**config.mk**
```make
export PLATFORM = sky130hd
export DESIGN_NAME = fifo_burst_reader
export DESIGN_NICKNAME = d
export VERILOG_FILES = /design/src/rtl/fifo_burst_reader_pkg.sv /design/src/rtl/fifo_burst_reader_skid_buf.sv /design/src/rtl/fifo_burst_reader.sv
export SDC_FILE = /design/constraint.sdc
export NUM_CORES = 1
export LEC_CHECK = 0
export ABC_AREA = 1
export BUFFER_PORTS_ARGS = -buffer_cell sky130_fd_sc_hd__buf_2
export CORE_MARGIN = 5
export CORE_UTILIZATION = 40
export CTS_CLUSTER_SIZE = 14
export DETAILED_ROUTE_END_ITERATION = 6
export GPL_ROUTABILITY_DRIVEN = 0
export MAX_ROUTING_LAYER = met4
export SKIP_LAST_GASP = 1
export SLEW_MARGIN = 40
export SYNTH_ARGS = -nofsm -noshare
export SYNTH_HDL_FRONTEND = slang
export SYNTH_SLANG_ARGS = --single-unit
```
**constraint.sdc**
```tcl
create_clock -name clk -period 4 [get_ports clk]
set_clock_uncertainty 0.2 [all_clocks]
set_input_delay 0.6 -clock clk [delete_from_list [all_inputs] [get_ports clk]]
set_output_delay 0.6 -clock clk [all_outputs]
set_load 0.005 [all_outputs]
```
**src/rtl/fifo_burst_reader_pkg.sv**
```systemverilog
// Shared types and constants for the FIFO burst reader slice.
package fifo_burst_reader_pkg;

    localparam int unsigned FIFO_WIDTH = 16;

    typedef enum logic [1:0] {
        RD_IDLE,
        RD_STREAM,
        RD_DRAIN,
        RD_TRAILER
    } rd_state_e;

    typedef struct packed {
        logic [FIFO_WIDTH-1:0] data;
        logic                  sop;
        logic                  eop;
        logic                  short_b;
    } stream_beat_t;

    // Room for one more word once this cycle's outgoing transfer is accounted for.
    function automatic logic buf_has_space(input logic [1:0] occ,
                                           input logic       inflight,
                                           input logic       xfer);
        logic [1:0] held;
        held = occ + {1'b0, inflight} - {1'b0, xfer};
        return (held < 2'd2);
    endfunction

endpackage

```
**src/rtl/fifo_burst_reader_skid_buf.sv**
```systemverilog
// Two-entry output buffer; head entry drives the stream and holds under stall.
module stream_skid_buf
    import fifo_burst_reader_pkg::*;
(
    input  logic         clk,
    input  logic         rst_n,
    input  logic         in_valid,
    input  stream_beat_t in_beat,
    output logic         out_valid,
    input  logic         out_ready,
    output stream_beat_t out_beat,
    output logic [1:0]   occ
);

    stream_beat_t ent0;
    stream_beat_t ent1;
    logic [1:0]   cnt;
    logic         pop;

    assign pop       = out_valid && out_ready;
    assign out_valid = (cnt != 2'd0);
    assign out_beat  = ent0;
    assign occ       = cnt;

    // Shift-register buffer: push fills the first free slot, pop advances the head.
    always_ff @(posedge clk or negedge rst_n) begin
        if (!rst_n) begin
            ent0 <= '0;
            ent1 <= '0;
            cnt  <= '0;
        end else begin
            case ({in_valid, pop})
                2'b10: begin
                    if (cnt == 2'd0) ent0 <= in_beat;
                    else             ent1 <= in_beat;
                    cnt <= cnt + 2'd1;
                end
                2'b01: begin
                    ent0 <= ent1;
                    cnt  <= cnt - 2'd1;
                end
                2'b11: begin
                    if (cnt == 2'd1) begin
                        ent0 <= in_beat;
                    end else begin
                        ent0 <= ent1;
                        ent1 <= in_beat;
                    end
                end
                default: ;
            endcase
        end
    end

`ifndef SYNTHESIS
    a_no_overflow: assert property (@(posedge clk) disable iff (!rst_n)
        (in_valid && !pop) |-> (cnt != 2'd2));
`endif

endmodule

```
**src/rtl/fifo_burst_reader.sv**
```systemverilog
// FIFO read-side consumer: pops words, streams them in bursts closed by an
// XOR checksum trailer, with early close when the FIFO idles too long.
module fifo_burst_reader
    import fifo_burst_reader_pkg::*;
#(
    parameter int unsigned BURST_LEN = 4,
    parameter int unsigned TIMEOUT   = 8
) (
    input  logic                  clk,
    input  logic                  rst_n,
    output logic                  fifo_rd_en,
    input  logic                  fifo_empty,
    input  logic [FIFO_WIDTH-1:0] fifo_data_out,
    input  logic                  fifo_underflow,
    output logic                  m_valid,
    input  logic                  m_ready,
    output logic [FIFO_WIDTH-1:0] m_data,
    output logic                  m_sop,
    output logic                  m_eop,
    output logic                  m_short,
    output logic                  err_underflow,
    output logic                  busy
);

    localparam logic [7:0] BURST_LEN_C = 8'(BURST_LEN);
    localparam logic [7:0] TIMEOUT_C   = 8'(TIMEOUT);

    rd_state_e             state;
    rd_state_e             state_n;
    logic [7:0]            popcnt;
    logic [7:0]            idle_cnt;
    logic [FIFO_WIDTH-1:0] chk;
    logic                  inflight;
    logic                  first_cap;
    logic                  short_r;
    logic                  short_n;

    logic                  space;
    logic                  permit;
    logic                  idle_pop;
    logic                  push_valid;
    stream_beat_t          push_beat;
    stream_beat_t          out_beat;
    logic [1:0]            occ;

    // Space counts a beat leaving this cycle so a steady stream runs at one word per clock.
    assign space      = buf_has_space(occ, inflight, m_valid && m_ready);
    assign permit     = (state == RD_IDLE) ||
                        ((state == RD_STREAM) && (popcnt < BURST_LEN_C) && (idle_cnt < TIMEOUT_C));
    assign fifo_rd_en = rst_n && !fifo_empty && space && permit;
    assign idle_pop   = (state == RD_IDLE) && fifo_rd_en;

    // Next-state logic and buffer push selection.
    always_comb begin
        state_n    = state;
        short_n    = short_r;
        push_valid = 1'b0;
        push_beat  = '0;
        case (state)
            RD_IDLE: begin
                if (fifo_rd_en) state_n = RD_STREAM;
            end
            RD_STREAM: begin
                if (popcnt == BURST_LEN_C) begin
                    state_n = RD_DRAIN;
                    short_n = 1'b0;
                end else if (idle_cnt == TIMEOUT_C) begin
                    state_n = RD_DRAIN;
                    short_n = 1'b1;
                end
            end
            RD_DRAIN: begin
                if (!inflight) state_n = RD_TRAILER;
            end
            RD_TRAILER: begin
                if (space) state_n = RD_IDLE;
            end
            default: state_n = RD_IDLE;
        endcase
        if (inflight) begin
            push_valid = 1'b1;
            push_beat  = '{data: fifo_data_out, sop: first_cap, eop: 1'b0, short_b: 1'b0};
        end else if ((state == RD_TRAILER) && space) begin
            push_valid = 1'b1;
            push_beat  = '{data: chk, sop: 1'b0, eop: 1'b1, short_b: short_r};
        end
    end

    // State register.
    always_ff @(posedge clk or negedge rst_n) begin
        if (!rst_n) state <= RD_IDLE;
        else        state <= state_n;
    end

    // Burst counters, checksum, read-latency tracking and sticky underflow flag.
    always_ff @(posedge clk or negedge rst_n) begin
        if (!rst_n) begin
            popcnt        <= '0;
            idle_cnt      <= '0;
            chk           <= '0;
            inflight      <= 1'b0;
            first_cap     <= 1'b0;
            short_r       <= 1'b0;
            err_underflow <= 1'b0;
        end else begin
            inflight <= fifo_rd_en;
            short_r  <= short_n;
            if (fifo_underflow) err_underflow <= 1'b1;

            if (idle_pop)      chk <= '0;
            else if (inflight) chk <= chk ^ fifo_data_out;

            if (idle_pop)      first_cap <= 1'b1;
            else if (inflight) first_cap <= 1'b0;

            if (idle_pop)                                 popcnt <= 8'd1;
            else if ((state == RD_STREAM) && fifo_rd_en) popcnt <= popcnt + 8'd1;

            if (idle_pop || ((state == RD_STREAM) && fifo_rd_en))
                idle_cnt <= '0;
            else if ((state == RD_STREAM) && fifo_empty && (idle_cnt != TIMEOUT_C))
                idle_cnt <= idle_cnt + 8'd1;
        end
    end

    stream_skid_buf u_buf (
        .clk       (clk),
        .rst_n     (rst_n),
        .in_valid  (push_valid),
        .in_beat   (push_beat),
        .out_valid (m_valid),
        .out_ready (m_ready),
        .out_beat  (out_beat),
        .occ       (occ)
    );

    assign m_data  = out_beat.data;
    assign m_sop   = out_beat.sop;
    assign m_eop   = out_beat.eop;
    assign m_short = out_beat.short_b;
    assign busy    = (state != RD_IDLE);

`ifndef SYNTHESIS
    a_no_pop_empty: assert property (@(posedge clk) disable iff (!rst_n)
        fifo_empty |-> !fifo_rd_en);
    a_stall_stable: assert property (@(posedge clk) disable iff (!rst_n)
        (m_valid && !m_ready) |=> (m_valid && $stable(m_data) && $stable(m_sop) &&
                                   $stable(m_eop) && $stable(m_short)));
    a_eop_not_sop:  assert property (@(posedge clk) disable iff (!rst_n)
        m_eop |-> !m_sop);
`endif

endmodule

```
==> flow_summary.toml <==
[run_status]
status = "complete, no violations"

[yosys]
synth-seq-area-share_pct = 48.4
synthTopCellsByArea = "dfrtp_1 (48%), nand2_1 (11%), nor2_1 (7.6%)"
synth_cell_types = 28
syn_nets = 534
synth_area_per_cell_sq_um = 8.10
synth_edf_count = 0
yosys_warnings = 0
syn_inst = 498
synth_ff_type = "dfrtp_1"
ys_ff_latch = 78
synth_top_area_share_pct = 48.4
synth_top_area_cell = "dfrtp_1"
synthesis.area_sq_um = 4030
async_flop_share_pct = 100

[cts]
cts_buffers = 9
cts_max_path_buffers = 2
h-tree-depth = 3
ctsResizeCount = 0
cts.clk_slew.worst_paths_ns = 0.08
cts_tree = "done"
cts_root_buf = "clkbuf_8"
cts.sinks = 78
post_cts_buffers = 0
clock_latency_ns = 0.35
hold_buffers = 0

[routing]
dr.pass1.iters = 4
drc_errors = 0
ant_nets = 0
vias_per_cell = 4.78
wirelength_microns = 8630
route.vias.total = 3224
wl_per_cell_microns = 12.8
drt_iter0_markers = 162

[power_and_ir_drop]
leakage_nw = 2.29
peakVddDrop_mv = 0.238
powerDensity_nw_per_um2 = 749
p_total_mw = 3.39

[sta]
setup_tns_ns = 0
finalSetupViolCount = 0
fin_crit_ns = 3.74
rsz0062_at_grt = "false"
slew_headroom_pct = 51.9
fin_crit_sh_pct = 93.4
timing.fmax_mhz = 268
maxSlewViolCount = 0
hold_viol = 0
worst_slew_pin_slew_ns = 0.722

[place]
dpl.hpwl_microns = 5870
numPortBuffers = 43

[worst_setup_path]
crit_required_ns = 3.20
timing.rr.start = "u_buf.occ[1]$_DFFE_PN0P_"
critPathLaunchType = "flip-flop"
cp-end-kind = "output port"
reg2reg_to = "u_buf.ent1[2]$_DFFE_PN0P_"
critical_path.endpoint = "fifo_rd_en"
path_class = "flip-flop to output port"
critical_path.startpoint = "u_buf.occ[1]$_DFFE_PN0P_"
worstPathArrival_ns = 2.94
rr_worst_depth = 18
cp_max_fo = 17
reg2reg_setup_slack_ns = 0.76

[grt]
track_usage_pct = 15.9
overflow = 0
grt_max_degree = 42
grt_pass1_vias = 3179
grt_antenna_before_repair = 0
grt_pass1_wl_microns = 14700

[die]
initial_core_util_pct = 41.1
pin_count = 44
rows = 36
die_h_microns = 110
die_area_sq_um = 12200
core_region_area_sq_um = 9820
die_w_microns = 110

[layout]
syn2layout_area_growth_pct = 12.2
insertedDiodeCount = 0
fin_nets = 573
drive_above_1_share_pct = 15.0

[worst_hold_path]
hold_class = "input pin to async pin"

[run]
max_cap_viol_count = 0
## state kept, by name, indices dropped and copies added (netlist names)
signal	flops
first_cap	1
state	2
inflight	1
u_buf.ent1	19
short_r	1
idle_cnt	8
err_underflow	1
u_buf.out_beat	19
chk	16
u_buf.occ	2
popcnt	8
## worst min path at each step
stage                           endpoint  slack (ns)  cells after the start
3_5_place_dp   err_underflow$_DFFE_PN0P_        0.25                      1
3_3_place_gp   err_underflow$_DFFE_PN0P_        0.25                      1
5_1_grt        err_underflow$_DFFE_PN0P_        0.07                      1
2_1_floorplan         chk[0]$_DFFE_PN0P_        0.10                      0
6_report       err_underflow$_DFFE_PN0P_        0.01                      1
4_1_cts        err_underflow$_DFFE_PN0P_        0.04                      1
## power by group
group,switching [mW],internal (mW),leakage (nW),total (mW)
combinational,0.878,0.547,1.21,1.42
sequential,0.204,1.16,0.977,1.36
clock,0.285,0.320,0.102,0.604
total,1.37,2.02,2.29,3.39
## cell type report
| class | instances | area [sq um] |
|---|---|---|
| flip-flops and latches | 78 | 1950 |
| inverters | 58 | 219 |
| clock inverters | 3 | 43.8 |
| fillers | 1031 | 5300 |
| multi-input cells | 344 | 1750 |
| well taps | 133 | 166 |
| repair buffers | 46 | 240 |
| clock buffers | 12 | 155 |
## per-stage QoR
step | utilization [%] | area, sq um | cells | setup WS [ns] | hold WS, ns
6_report | 46.0 | 4520 | 674 | 0.264 | 0.0104
5_1_grt | 46.0 | 4520 | 674 | 0.0129 | 0.0663
4_1_cts | 46.0 | 4520 | 674 | 0.238 | 0.0376
3_5_place_dp | 44.0 | 4320 | 659 | 0.639 | 0.249
3_3_place_gp | 44.0 | 4320 | 659 | 0.722 | 0.246
2_1_floorplan | - | 4030 | 498 | 1.07 | 0.104
## cells in the mapped netlist (2+ instances only)
cell and instances:
nand2_1 122, nor2_1 82, dfrtp_1 78, inv_1 51, a21oi_1 20, nand4_1 18, a31oi_1 17, xnor2_1 17
nand3_1 16, ha_1 15, o21ai_0 10, buf_2 8, inv_2 6, nor3_1 5, buf_6 4, clkbuf_1 4
nand2_2 4, o21ai_1 4, nand3_2 3, xor2_1 3, buf_4 2, nand2_4 2, or2_2 2
## layout by cell type, fill, tap and decap left out
cell type and count:
a21oi_2 1, nand2_2 4, ha_1 15, nand2_4 2, a21oi_1 20, clkbuf_8 11
clkinv_4 1, xor2_1 3, buf_2 42, bufinv_16 1, nand4_1 18, or2_2 2
a31oi_1 17, nor3_1 5, clkbuf_1 1, o21bai_1 1, buf_4 4, nor3_2 1
dfrtp_1 78, inv_1 51, inv_2 6, nand3_2 3, nor2_1 82, nand3_1 16
o21ai_1 4, xnor2_1 17, o21ai_0 10, nor2_2 1, nand2_1 122, clkinv_2 2
## critical path: stages (launching register included)
cell      delay, ns
dfrtp_1        0.42
inv_2          0.10
ha_1           0.18
inv_1          0.07
nand2_1        0.14
inv_1          0.12
ha_1           0.32
inv_1          0.05
nand2_1        0.07
nand3_1        0.12
nand2_2        0.33
nand3_2        0.14
clkinv_2       0.10
nand2_4        0.08
inv_2          0.19
buf_2          0.16
## cells by family after synthesis
family / count (synthesis) / share of synthesized area [%]
and+or+nand+nor: 256 / 27.0
adders and majority gates: 15 / 4.66
AOI/OAI and AO/OA: 53 / 7.26
DFF: 78 / 48.4
xor gates and xnor gates: 20 / 4.35
buffers and inverters: 76 / 8.29
## routing by layer
layer  vias to the layer above  routed length (microns)  GRT usage, %  share of wire [%]
li1                       1654                        -             -                  -
met1                      1497                     4000          19.7                 46
met2                        55                     4160          26.0                 48
met3                        18                      301          2.45                3.5
met4                         0                      165          6.77                1.9
met5                         -                        0             -                  0
Power figures use the tool's default switching activity.
